## config.mk

```make
export PLATFORM = sky130hd
export DESIGN_NAME = arbiter_lru_n
export DESIGN_NICKNAME = d
export VERILOG_FILES = /design/src/rtl/arbiter_lru_n.sv
export SDC_FILE = /design/constraint.sdc
export NUM_CORES = 1
export LEC_CHECK = 0
export CAP_MARGIN = 15
export CORE_MARGIN = 2
export CORE_UTILIZATION = 33
export DETAILED_ROUTE_END_ITERATION = 12
export PLACE_DENSITY = 0.53
export SYNTH_ARGS = -nofsm -noshare
export SYNTH_HDL_FRONTEND = slang
export SYNTH_SLANG_ARGS = --single-unit
```

## constraint.sdc

```tcl
create_clock -name clk -period 2.7 [get_ports clk]
set_clock_uncertainty 0.2 [all_clocks]
set_input_delay 0.54 -clock clk [delete_from_list [all_inputs] [get_ports clk]]
set_output_delay 0.54 -clock clk [all_outputs]
set_load 0.01 [all_outputs]
```

## src/rtl/arbiter_lru_n.sv

```systemverilog
// N-requester least-recently-granted arbiter with one-hot grant and binary grant ID.
// Optional grant lock released by done, with an optional hold-timeout watchdog.
module arbiter_lru_n #(
  parameter int N        = 4,
  parameter int IDW      = $clog2(N),
  parameter int LOCK     = 1,
  parameter int MAX_HOLD = 0
) (
  input  logic           clk,
  input  logic           reset,
  input  logic           en,
  input  logic [N-1:0]   req,
  input  logic           done,
  output logic [N-1:0]   gnt,
  output logic           gnt_valid,
  output logic [IDW-1:0] gnt_id,
  output logic           timeout,
  output logic           o_state   // 0 = IDLE, 1 = BUSY
);

  localparam int HCW = (MAX_HOLD > 0) ? $clog2(MAX_HOLD + 1) : 1;

  typedef enum logic {S_IDLE = 1'b0, S_BUSY = 1'b1} state_t;

  state_t         r_state;
  logic [N-1:0]   r_gnt;
  logic           r_gnt_valid;
  logic [IDW-1:0] r_gnt_id;
  logic           r_timeout;
  logic [HCW-1:0] r_hold;
  logic [IDW-1:0] r_ord [N];

  logic           w_found;
  logic [IDW-1:0] w_k;
  logic [IDW-1:0] w_win;
  logic [IDW-1:0] w_ord_next [N];

  // Scan priority list from the top; the winner moves to the tail, the rest close the gap.
  always_comb begin
    w_found = 1'b0;
    w_k     = '0;
    w_win   = '0;
    for (int k = 0; k < N; k++) begin
      if (!w_found && req[r_ord[k]]) begin
        w_found = 1'b1;
        w_k     = IDW'(k);
        w_win   = r_ord[k];
      end
    end
    for (int j = 0; j < N - 1; j++) begin
      if (j >= int'(w_k)) w_ord_next[j] = r_ord[j+1];
      else                w_ord_next[j] = r_ord[j];
    end
    w_ord_next[N-1] = w_found ? w_win : r_ord[N-1];
  end

  always_ff @(posedge clk) begin
    if (reset) begin
      r_state     <= S_IDLE;
      r_gnt       <= '0;
      r_gnt_valid <= 1'b0;
      r_gnt_id    <= '0;
      r_timeout   <= 1'b0;
      r_hold      <= '0;
      for (int i = 0; i < N; i++) r_ord[i] <= IDW'(i);
    end else begin
      r_timeout <= 1'b0;
      case (r_state)
        S_IDLE: begin
          if (en && w_found) begin
            r_gnt       <= {{(N-1){1'b0}}, 1'b1} << w_win;
            r_gnt_valid <= 1'b1;
            r_gnt_id    <= w_win;
            r_state     <= S_BUSY;
            r_hold      <= HCW'(1);
            r_ord       <= w_ord_next;
          end else begin
            r_gnt       <= '0;
            r_gnt_valid <= 1'b0;
            r_gnt_id    <= '0;
          end
        end
        S_BUSY: begin
          // done wins over a coincident watchdog expiry, so timeout stays low then.
          if (LOCK == 0 || done) begin
            r_gnt       <= '0;
            r_gnt_valid <= 1'b0;
            r_gnt_id    <= '0;
            r_state     <= S_IDLE;
          end else if (MAX_HOLD != 0 && r_hold == HCW'(MAX_HOLD)) begin
            r_gnt       <= '0;
            r_gnt_valid <= 1'b0;
            r_gnt_id    <= '0;
            r_state     <= S_IDLE;
            r_timeout   <= 1'b1;
          end else if (r_hold != {HCW{1'b1}}) begin
            r_hold <= r_hold + 1'b1;
          end
        end
        default: r_state <= S_IDLE;
      endcase
    end
  end

  assign gnt       = r_gnt;
  assign gnt_valid = r_gnt_valid;
  assign gnt_id    = r_gnt_id;
  assign timeout   = r_timeout;
  assign o_state   = r_state;

endmodule

```

=== After elaboration in Yosys (flattened, before gate mapping) ===
Index checks and enable logic that the tools add are counted.

* Register bits: 16
* Input port bits: 8
* Output and inout port bits: 9
* Logic and storage cells: 59

* Order comparisons: 7
* Equality and inequality tests: 1
* Shifts and indexed selects: 1
* Multiplexer cells: 30
* Bitwise logic cells: 1
* Reductions and logical operators: 11

{| class="wikitable"
|+ Operators by type and width
! operator !! number
|-
| 2-bit 2-to-1 mux || 8
|-
| 2-bit by 3-bit less-than comparator with 1-bit output, second input constant || 4
|-
| 1-bit 2-to-1 mux || 12
|-
| 3-bit AND reduction || 4
|-
| 1-bit binary-select mux with 2-bit select || 4
|-
| 4-bit 2-to-1 mux || 2
|-
| 4-bit one-hot mux with 2 select lines || 1
|-
| 1-bit by 2-bit greater-or-equal comparator with 1-bit output, first input constant || 2
|-
| 1-bit logical AND || 4
|-
| 1-bit one-hot mux with 2 select lines || 2
|-
| 2-bit one-hot mux with 2 select lines || 1
|-
| 1-bit by 2-bit << shifter with 4-bit output, first input constant || 1
|-
| 1-bit zero test || 3
|-
| 2-bit greater-or-equal comparator, first input constant || 1
|-
| 2-bit inequality test, second input constant || 1
|-
| 1-bit NOT || 1
|}

=== Longest topological paths before layout ===
* Depth after elaboration: 15
* Gate-level depth with buffers: 5
* Gate-level depth less buffers: 5

=== Worst setup path after synthesis ===
OpenSTA, ideal clock, no wires.

* Kind: input to register
* Start: input req[3]
* End: register r_gnt[0], in the netlist gnt[0]
* Library setup time: 0.117 ns
* Data arrival time: 1.925 ns
* Data required time: 2.383 ns
* Path slack: 0.457 ns
* Stages on the path: 5
* Buffers on the path: 0
* Path through: mux4_2 nor4b_4 nand2_1 and2_4 a32o_1

* Word-level cells in the longest chain between the ends: 15
* Elaborated cells on any way between the ends: 26
* Those cells by class: 1 x shift; 18 x mux; 7 x reduce/logical

{| class="wikitable"
|+ Ends and longest elaborated chain
! element !! line !! text
|-
| from (decl) || 12 || <nowiki>input logic [N-1:0] req,</nowiki>
|-
| 1-bit binary-select mux with 2-bit select || 44 || <nowiki>if (!w_found && req[r_ord[k]]) begin</nowiki>
|-
| 1-bit 2-to-1 mux (not written as such) || 44 ||
|-
| 1-bit 2-to-1 mux || 44 ||
|-
| 1-bit zero test || 44 ||
|-
| 1-bit logical AND || 44 ||
|-
| 1-bit 2-to-1 mux || 44 ||
|-
| 1-bit zero test || 44 ||
|-
| 1-bit logical AND || 44 ||
|-
| 1-bit 2-to-1 mux || 44 ||
|-
| 1-bit zero test || 44 ||
|-
| 1-bit logical AND || 44 ||
|-
| 2-bit 2-to-1 mux / 1-bit 2-to-1 mux (equally long branches) || 44 ||
|-
| 1-bit by 2-bit << shifter with 4-bit output / 1-bit logical AND (equally long branches) || 71, 70 ||
|-
| 4-bit 2-to-1 mux (*) || 70 || <nowiki>if (en && w_found) begin</nowiki>
|-
| 4-bit one-hot mux with 2 select lines (*) || 68 || <nowiki>case (r_state)</nowiki>
|-
| to (signal assigned) || 71 || <nowiki>r_gnt <= {{(N-1){1'b0}}, 1'b1} << w_win;</nowiki>
|-
| to (decl) || 26 || <nowiki>logic [N-1:0] r_gnt;</nowiki>
|}

Every way passes the cells marked *; elsewhere a longest branch is shown, timed or not. The select of a mux whose other input is x is not followed.
A chain may end at the register's enable or synchronous reset.

=== Worst setup path in the final report ===
* Start: input req[3]
* End: register r_gnt[1], in the netlist gnt[1]

The elaborated chain is that of the path after synthesis.

==> flow_summary.json <==
{
  "cts.repair.resized": 0,
  "post_drt_wl_per_cell_um": 14.3,
  "die_x_um": 55.9,
  "finalSetupViolCount": 0,
  "ys_seq_area_share_pct": 36.1,
  "final_cell_area_mm2": 0.00117,
  "critPathRequiredTime_ns": 2.68,
  "period_minus_slack_ns": 2.56,
  "synth-edff-count": 0,
  "antenna_cells": 0,
  "hp-class": "reg -> reg",
  "grt.overflow.total": 0,
  "maxCapViolCount": 0,
  "fin_ws_ns": 0.139,
  "synthTopCellsByArea": "dfxtp_1, mux4_2, mux2i_1",
  "synthArstFlopShare_pct": 0,
  "via_count": 766,
  "start_kind": "primary input",
  "ir_drop_mv": 0.302,
  "nets": 128,
  "crit_type": "in -> reg",
  "cts_root_buf": "clkbuf_4",
  "hold_viol": 0,
  "yosys_warnings": 0,
  "synth-seq-cells": 16,
  "cts_buffers": 3,
  "port_buffers": 15,
  "tightest_slew_ns": 0.553,
  "tritoncts": "done",
  "dp_hpwl_um": 1690,
  "slew_headroom_pct": 63.0,
  "crit_fanout": 6,
  "die_h_um": 55.9,
  "cp.buffers_inverters": 1,
  "io_pins": 17,
  "netlist_area_um2": 888,
  "grt_antenna_before_repair": 0,
  "grtUsageTotal_pct": 14.8,
  "dpl_cell_area_mm2": 0.00114,
  "synth_top_area_share_pct": 36.1,
  "grt_first_pass_wirelength_um": 3600,
  "grt_start_max_net_pins": 10,
  "routed_wirelength_um": 2120,
  "status": "finished, final reports clean",
  "pwr_density_cell_mw_per_mm2": 510,
  "r2r_slack_ns": 0.43,
  "syn_nets": 100,
  "synthesis.area_per_instance_um2": 9.66,
  "drc_errors": 0,
  "htree_levels": 1,
  "final_layout_size_suffix_gt1_share_pct": 25.4,
  "final_max_slew_viol_count": 0,
  "start_util_pct": 35.2,
  "routabilityCongestion": 0.779,
  "placementRows": 18,
  "synthTopCellsByCount": "dfxtp_1, nand2_1, mux2i_1",
  "areaGrowthSynthToFinish_pct": 31.3,
  "grt_setup_unrepaired": "no",
  "die_area_mm2": 0.00312,
  "critical_path.top_delay_family": "compound AO/OA/AOI/OAI gates",
  "path_cells": "clkdlybuf4s50_1, mux4_2, o41ai_4, nor2_2, a32o_2",
  "syn_inst": 92,
  "arrival_ns": 2.54,
  "synthMostInstantiatedCell": "dfxtp_1",
  "max_stage_delay_ns": 0.62,
  "fin_crit_sh_pct": 94.9,
  "p_leak_nw": 0.489,
  "clkSlewWorstSetupHoldPaths_ns": 0.09,
  "ant_nets": 0,
  "netlist-cell-type-count": 31,
  "cts.sinks": 16,
  "pre_cts_slack_ns": -0.137,
  "drt_pass1_iterations": 3,
  "via_per_inst": 5.18,
  "synth_top_flop_cell": "dfxtp_1",
  "grt_pass1_vias": 772,
  "timing.fmax_mhz": 390,
  "hold_slack_ns": 0.261,
  "cts.path.max_buffers": 2,
  "insertion_delay_ns": 0.28,
  "end_kind": "register",
  "fp.coreArea_mm2": 0.00252,
  "finish.utilization_pct": 46.2,
  "critPathSlowestCell": "mux4_2",
  "cts_setup_buffers": 0,
  "synth_largest_area_cell": "dfxtp_1",
  "postCtsHoldBufs": 0,
  "drt_iter0_markers": 14
}
==> through the flow <==
stage / total power, mW / setup TNS, ns / instances
final: 0.595 / 0 / 148
after global routing: 0.631 / 0 / 148
after CTS: 0.606 / 0 / 148
after detailed placement: 0.482 / -0.972 / 145
after global placement: 0.479 / -0.364 / 145
after floorplan: 0.407 / 0 / 92
==> area by class of cell <==
type / instances / area (µm²)
fill: 274 / 1360
clock buffer: 3 / 22.5
timing repair buffer: 26 / 233
tap: 30 / 37.5
inverter: 7 / 26.3
multi-input combinational: 66 / 527
sequential: 16 / 320
==> worst min-delay path, delay by kind of cell (launching register included) <==
kind | cells | cell delay [ns]
AO/OA/AOI/OAI | 1 | 0.05
flip-flops | 1 | 0.32
AND/OR/NAND/NOR | 1 | 0.05
==> where the power goes <==
group | total (mW) | switching (mW) | leakage (nW) | internal [mW]
registers | 0.281 | 0.0233 | 0.131 | 0.257
clock network | 0.120 | 0.0682 | 0.0138 | 0.0517
logic | 0.194 | 0.0921 | 0.343 | 0.102
total | 0.595 | 0.184 | 0.489 | 0.411
==> cells by family after synthesis <==
group | share of synthesized area, %
other | 0.422
muxes | 19.3
DFF | 36.1
and+or+nand+nor | 21.3
buffers and inverters | 4.65
AOI/OAI and AO/OA | 18.3
==> layer usage <==
layer  up-vias  global-route usage [%]  routed length (µm)
met3         2                    3.49                  65
met4         0                    6.12                  17
met2         9                    25.2                1060
met5         -                       0                   0
met1       372                    17.7                 971
li1        383                       -                   -
==> state kept, by name (all words and copies together), names as in the netlist <==
name       flops
r_ord          8
gnt            4
gnt_id         2
gnt_valid      1
o_state        1
==> placed cells by master, fill, tap and decap left out, drive strengths merged, types with 2 or more instances in the layout <==
| cell type | Yosys | layout |
|---|---|---|
| nand3 | 6 | 6 |
| a21oi | 6 | 6 |
| inv | 7 | 7 |
| nand2 | 15 | 15 |
| dfxtp | 16 | 16 |
| a32o | 2 | 2 |
| mux4 | 4 | 4 |
| buf | 1 | 11 |
| clkdlybuf4s50 | 0 | 15 |
| o211ai | 2 | 2 |
| o41ai | 2 | 2 |
| mux2i | 7 | 7 |
| nor2b | 5 | 5 |
| nor2 | 6 | 6 |
| clkbuf | 2 | 3 |
==> final timing paths <==
check             from         to  cells past startpoint
max             req[3]     gnt[1]                      5
max reg2reg   r_ord[6]     gnt[1]                      4
min reg2reg  gnt_id[1]  gnt_id[1]                      2
min          gnt_id[1]  gnt_id[1]                      2
Power figures use the tool's default switching activity.
==> edit 1: new RTL, same flow settings <==
Set the parameter `LOCK` to 0 (it was 1).
--- a/src/rtl/arbiter_lru_n.sv
+++ b/src/rtl/arbiter_lru_n.sv
@@ -3,7 +3,7 @@
 module arbiter_lru_n #(
   parameter int N        = 4,
   parameter int IDW      = $clog2(N),
-  parameter int LOCK     = 1,
+  parameter int LOCK     = 0,
   parameter int MAX_HOLD = 0
 ) (
   input  logic           clk,
Behaviour: not the same (Yosys sat finds a counterexample within 4 cycles, from zero or initial values and one cycle with reset high).
==> edit 1 against the original RTL <==
  * Power shrank 4.5%
  * Cell count decreased by 7.4%
  * Die area is 7.1% lower
  * Wire length is 18% lower
  * Sequential cell count is 1 lower
  * Final area down 6.5%
  * Core utilization shrank 1.0 points
  * Worst setup slack worse by 0.010 ns
  * Area after synthesis down 7.6%
==> edit 1: results (changes against the original RTL) <==
----------------------------------------------------
[Global route]
  Vias in the first global route ... 658 (-15%)
  GRT Util Overall ... 14.5% (-0.25 points)
  M2 GR Usage ... 23.6% (-1.6 points)
  Wire length of the first global-routing pass ... 2.93 mm (-19%)
  Met3 Resource Use GR ... 5.00% (+1.5 points)
  Initial antenna violation count ... 0 (unchanged)
  Met1 global-route usage ... 17.4% (-0.39 points)
  Largest net degree at the start of global routing ... 10 (unchanged)

[Power and ir drop]
  Static leakage power ... 0.443 nW (-9.4%)
  Largest voltage drop on the vdd net ... 0.352 mV (+16%)
  Net switching component of the power ... 173 uW (-6.0%)

[Min path]
  Class of the most critical hold timing path ... flip-flop to flip-flop

[Critical path]
  Worst Path Max Fanout ... 7 (+1)

[Placement]
  Placed insts ... 133 (-8.3%)
  IO Port Bufs ... 14 (-1)
  Pre-CTS setup slack ... -0.149 ns (-0.0126 ns)
  Detailed-placement wirelength estimate ... 1.38 mm (-18%)
  Cell Area, Placed ... 0.00106 mm2 (-7.1%)
  Placer Congestion ... 0.767 (-1.5%)

[CTS]
  Number of H-tree levels ... 1 (unchanged)
  CTS buffer count ... 3 (unchanged)
  Post-CTS Repair Setup Buffers ... 0 (unchanged)
  Clock-pin transition on the worst setup and hold timing paths ... 0.09 ns (about the same)
  Master cell of the clock root buffer ... clkbuf_4
  Clock network latency to the later pin of the worst-skew pair ... 0.28 ns (about the same)
  Post-cts sizing count ... 0 (unchanged)
  Buffer depth of the longest clock path ... 2 (unchanged)

[Synth]
  Average cell area after synthesis ... 10.3 um2 (+6.3%)
  Mapped Nets ... 88 (-12%)
  Fraction of registers with async set or reset after synthesis ... 0% (unchanged)
  Most used flip-flop cell after synthesis ... dfxtp_1
  Post-synth EDFFs ... 0 (unchanged)
  Top cells by area, synth ... dfxtp_1 (37%), mux2i_1 (8.5%), mux4_2 (8.2%)
  Sequential element share of the synthesized area ... 36.6% (+0.53 points)
  Number of library cell types mapped by synthesis ... 31 (unchanged)
  Number of warnings printed during yosys synthesis ... 0 (unchanged)
  Leading post-synthesis cells by instance count ... dfxtp_1 (15), nand2_1 (8), mux2i_1 (7)

[Finish]
  Flip-flop count of the largest register, all copies and words added ... 8 (unchanged)
  Nets@finish ... 116 (-9.4%)
  Proportion of layout cells with a drive suffix above 1 ... 24.3% (-1.1 points)
  Number of filler instances in the final layout ... 229 (-16%)
  Top reg by flops ... r_ord
  Post-route core utilization ... 45.2% (-1.0 points)
  N_diodes ... 0 (unchanged)

[Route]
  Wire length the detailed router placed on met1 ... 821 um (-15%)
  Routed length on met2 ... 831 um (-22%)
  Top sig layer ... met4
  Iteration count of the initial detailed-routing pass ... 4 (+1)
  Routed vias ... 684 (-11%)
  Detail-routed net length per standard cell ... 12.6 um (-12%)
  Drt first-iter violations ... 13 (-1)
  Met3 wire length ... 52 um (-20%)
  Total routed wirelength ... 1.73 mm (-18%)

[Timing]
  Worst-case headroom to the max-slew limit ... 58.1% (-4.9 points)

[Run status]
  Run status ... finished clean

----------------------------------------------------
[edit 1: cell types whose count changed after synthesis, moves of 3 or more]
cell / delta
inv_1: -4
nor2b_1: -3
nand3_1: -3
nand2_1: -6
a211oi_1: +3
o21ai_0: +3
[edit 1: final timing paths]
| path | startpoint | endpoint | slack, ns | cells after the start |
|---|---|---|---|---|
| min | r_ord[7] | r_ord[7] | 0.31 | 2 |
| min reg2reg | r_ord[7] | r_ord[7] | 0.31 | 2 |
| max | req[1] | gnt[0] | 0.13 | 5 |
| max reg2reg | r_ord[6] | gnt[0] | 0.44 | 4 |
[edit 1: final cells by class]
| class | count | area share [%] |
|---|---|---|
| clock buffer | 3 | 2.07 |
| clock inverter | 1 | 0.459 |
| inverter | 2 | 0.689 |
| multi-input combinational | 60 | 44.7 |
| sequential | 15 | 27.6 |
| tap | 30 | 3.44 |
| timing repair buffer | 26 | 21.1 |
[edit 1: power groups by stage]
stage / sequential (mW) / clock, mW / combinational, mW
after global routing: 0.264 / 0.142 / 0.198
after CTS: 0.260 / 0.132 / 0.181
after floorplan: 0.264 / 0 / 0.107
after detailed placement: 0.266 / 0 / 0.180
after global placement: 0.266 / 0 / 0.179
final: 0.260 / 0.128 / 0.180
[edit 1: worst max-delay path, cell delays in order]
cell and delay, ns:
clkdlybuf4s50_1 0.51, mux4_2 0.55, buf_4 0.17, o31ai_1 0.56
and4b_1 0.28
[edit 1: cells by family after synthesis]
kind of cell | after synthesis | share of synthesized area [%]
AO/OA/AOI/OAI | 20 | 19.5
buffers and inverters | 5 | 4.12
flip-flops | 15 | 36.6
multiplexers | 11 | 20.0
other | 1 | 0.457
AND/OR/NAND/NOR | 28 | 19.4
==> edit 2: new RTL, same settings <==
Made on the original files. Reset style: asynchronous (`reset`), changed in one clocked block.
--- a/src/rtl/arbiter_lru_n.sv
+++ b/src/rtl/arbiter_lru_n.sv
@@ -54,7 +54,7 @@
     w_ord_next[N-1] = w_found ? w_win : r_ord[N-1];
   end
 
-  always_ff @(posedge clk) begin
+  always_ff @(posedge clk or posedge reset) begin
     if (reset) begin
       r_state     <= S_IDLE;
       r_gnt       <= '0;
Function: differs if reset is asserted again (counterexample within 4 cycles, from zero or initial values and one cycle with reset high); with reset held inactive, the same outputs for 10 cycles.
==> edit 2 against the original RTL <==
  * Wire length is 14% lower
  * Sequential cell count unchanged
  * Final area is 0.97% lower
  * Sequential share of layout area up 7.6 points
  * Area after synthesis fell by 1.1%
  * Worst setup slack got worse by 0.050 ns
  * First-iteration DRC count decreased by 7.1%
  * Fmax down 1.9%
  * Critical path type unchanged
  * Largest cell class unchanged
  * Highest routed layer unchanged
Power is not compared: it rests on default switching activity, and its combinational part moved more than twofold at a synthesized area within 25%.
==> edit 2: results (changes against the original RTL) <==
----------------------------------------------------
[Route]
  Routed vias ... 673 (-12%)
  Routed length on met2 ... 853 um (-20%)
  Top sig layer ... met4
  Via density ... 5.10 (-1.5%)
  Wire length the detailed router placed on met1 ... 906 um (-6.7%)
  Met3 wire length ... 57 um (-12%)
  Total routed wirelength ... 1.83 mm (-14%)
  Drt first-iter violations ... 13 (-1)
  Iteration count of the initial detailed-routing pass ... 4 (+1)

[Power and ir drop]
  Static leakage power ... 0.482 nW

[Synth]
  Leading post-synthesis cells by instance count ... dfrtp_1 (12), nand2_1 (12), o21ai_0 (7)
  Top cells by area, synth ... dfrtp_1 (34%), dfstp_2 (12%), mux2_2 (7.7%)
  Synthesized instance count ... 76 (-17%)
  Most used flip-flop cell after synthesis ... dfrtp_1
  Fraction of registers with async set or reset after synthesis ... 100% (+100 points)
  Number of library cell types mapped by synthesis ... 27 (-13%)
  Mapped Nets ... 84 (-16%)
  Sequential element share of the synthesized area ... 46.2% (+10 points)

[Placement]
  Placer Congestion ... 0.803 (+3.2%)
  Pre-CTS setup slack ... -0.190 ns (-0.0530 ns)
  Detailed-placement wirelength estimate ... 1.40 mm (-17%)
  Placed insts ... 128 (-12%)
  Cell Area, Placed ... 0.00112 mm2 (-1.9%)

[Critical path]
  Crit-path max cell delay ... 0.55 ns (-0.07 ns)
  Launching point of the worst reg2reg path ... r_ord[4]
  Cell count of the worst reg-to-reg path ... 5 (+1)
  Critical-path top delay cell ... mux4_2
  Worst-case register-to-register setup slack ... 0.25 ns (-0.18 ns)
  Worst reg2reg path endpoint ... gnt[0]
  Worst Path Max Fanout ... 6 (unchanged)
  Cell class contributing the biggest share of worst-path delay ... simple AND/OR/NAND/NOR gates
  Arrival @ worst endpoint ... 2.59 ns (+0.05 ns)

[Min path]
  Hold Path Origin ... gnt_id[0]
  Hold Path End ... gnt_id[0]

[Global route]
  Wire length of the first global-routing pass ... 3.17 mm (-12%)
  GRT Util Overall ... 12.8% (-1.9 points)
  Largest net degree at the start of global routing ... 17 (+7)
  Vias in the first global route ... 727 (-5.8%)

[Finish]
  Proportion of layout cells with a drive suffix above 1 ... 31.4% (+5.9 points)
  Post-route cell area ... 0.00115 mm2 (-0.97%)
  Nets@finish ... 111 (-13%)
  Number of filler instances in the final layout ... 247 (-9.9%)

[Timing]
  Worst hold slack after final layout ... 0.295 ns (+0.0338 ns)
  Worst-case headroom to the max-slew limit ... 58.9% (-4.2 points)
  Highest achievable clock rate ... 0.383 GHz (-1.9%)

[CTS]
  Number of H-tree levels ... 1 (unchanged)

[Run status]
  Run status ... finished clean

----------------------------------------------------
==> edit 2: cell count changes in the layout (fill, tap and decap cells not counted), sizes merged, moves of 3 or more <==
cell,before,now
mux2i,7,4
dfxtp,16,0
o21ai,1,8
nand2,15,12
nand3,6,0
nor2,6,1
mux2,1,6
dfstp,0,4
dfrtp,0,12
inv,7,4
a21oi,6,3
==> edit 2: area by class of cell <==
| cell class | instances | area share [%] |
|---|---|---|
| flip-flops and latches | 16 | 35.1 |
| repair buffers | 24 | 18.9 |
| multi-input cells | 54 | 38.4 |
| inverters | 4 | 1.30 |
| clock buffers | 4 | 3.14 |
| well taps | 30 | 3.25 |
==> edit 2: report_power, final <==
part	total, mW	internal (mW)	switching [mW]
Clock	0.154	0.0819	0.0718
Sequential	0.462	0.357	0.106
Combinational	0.546	0.307	0.239
Total	1.16	0.746	0.416
==> edit 2: kinds of logic after synthesis <==
family,Yosys count,share of synthesized area [%]
mux,14,22.9
other cells,1,0.427
simple gates,20,11.8
compound gates,19,15.7
buf+inv,6,2.99
flops,16,46.2
==> edit 2: per-layer routing <==
layer / vias up / track usage, %
li1: 332 / -
met1: 327 / 17.5
met2: 12 / 20.2
met3: 2 / 2.09
met4: 0 / 5.23
met5: - / 0
==> edit 2: what timing repair did <==
action | CTS | global route
hold endpoints to repair | 0 | 0
endpoints found under the setup margin | 0 | 1
gates resized for setup | 0 | 1
==> edit 2: worst register-to-register path, stage by stage, from the launching register on <==
cell	delay, ns
dfstp_2	0.59
mux4_2	0.55
or3_4	0.45
nor2b_4	0.15
a22oi_2	0.13
a32o_1	0.28
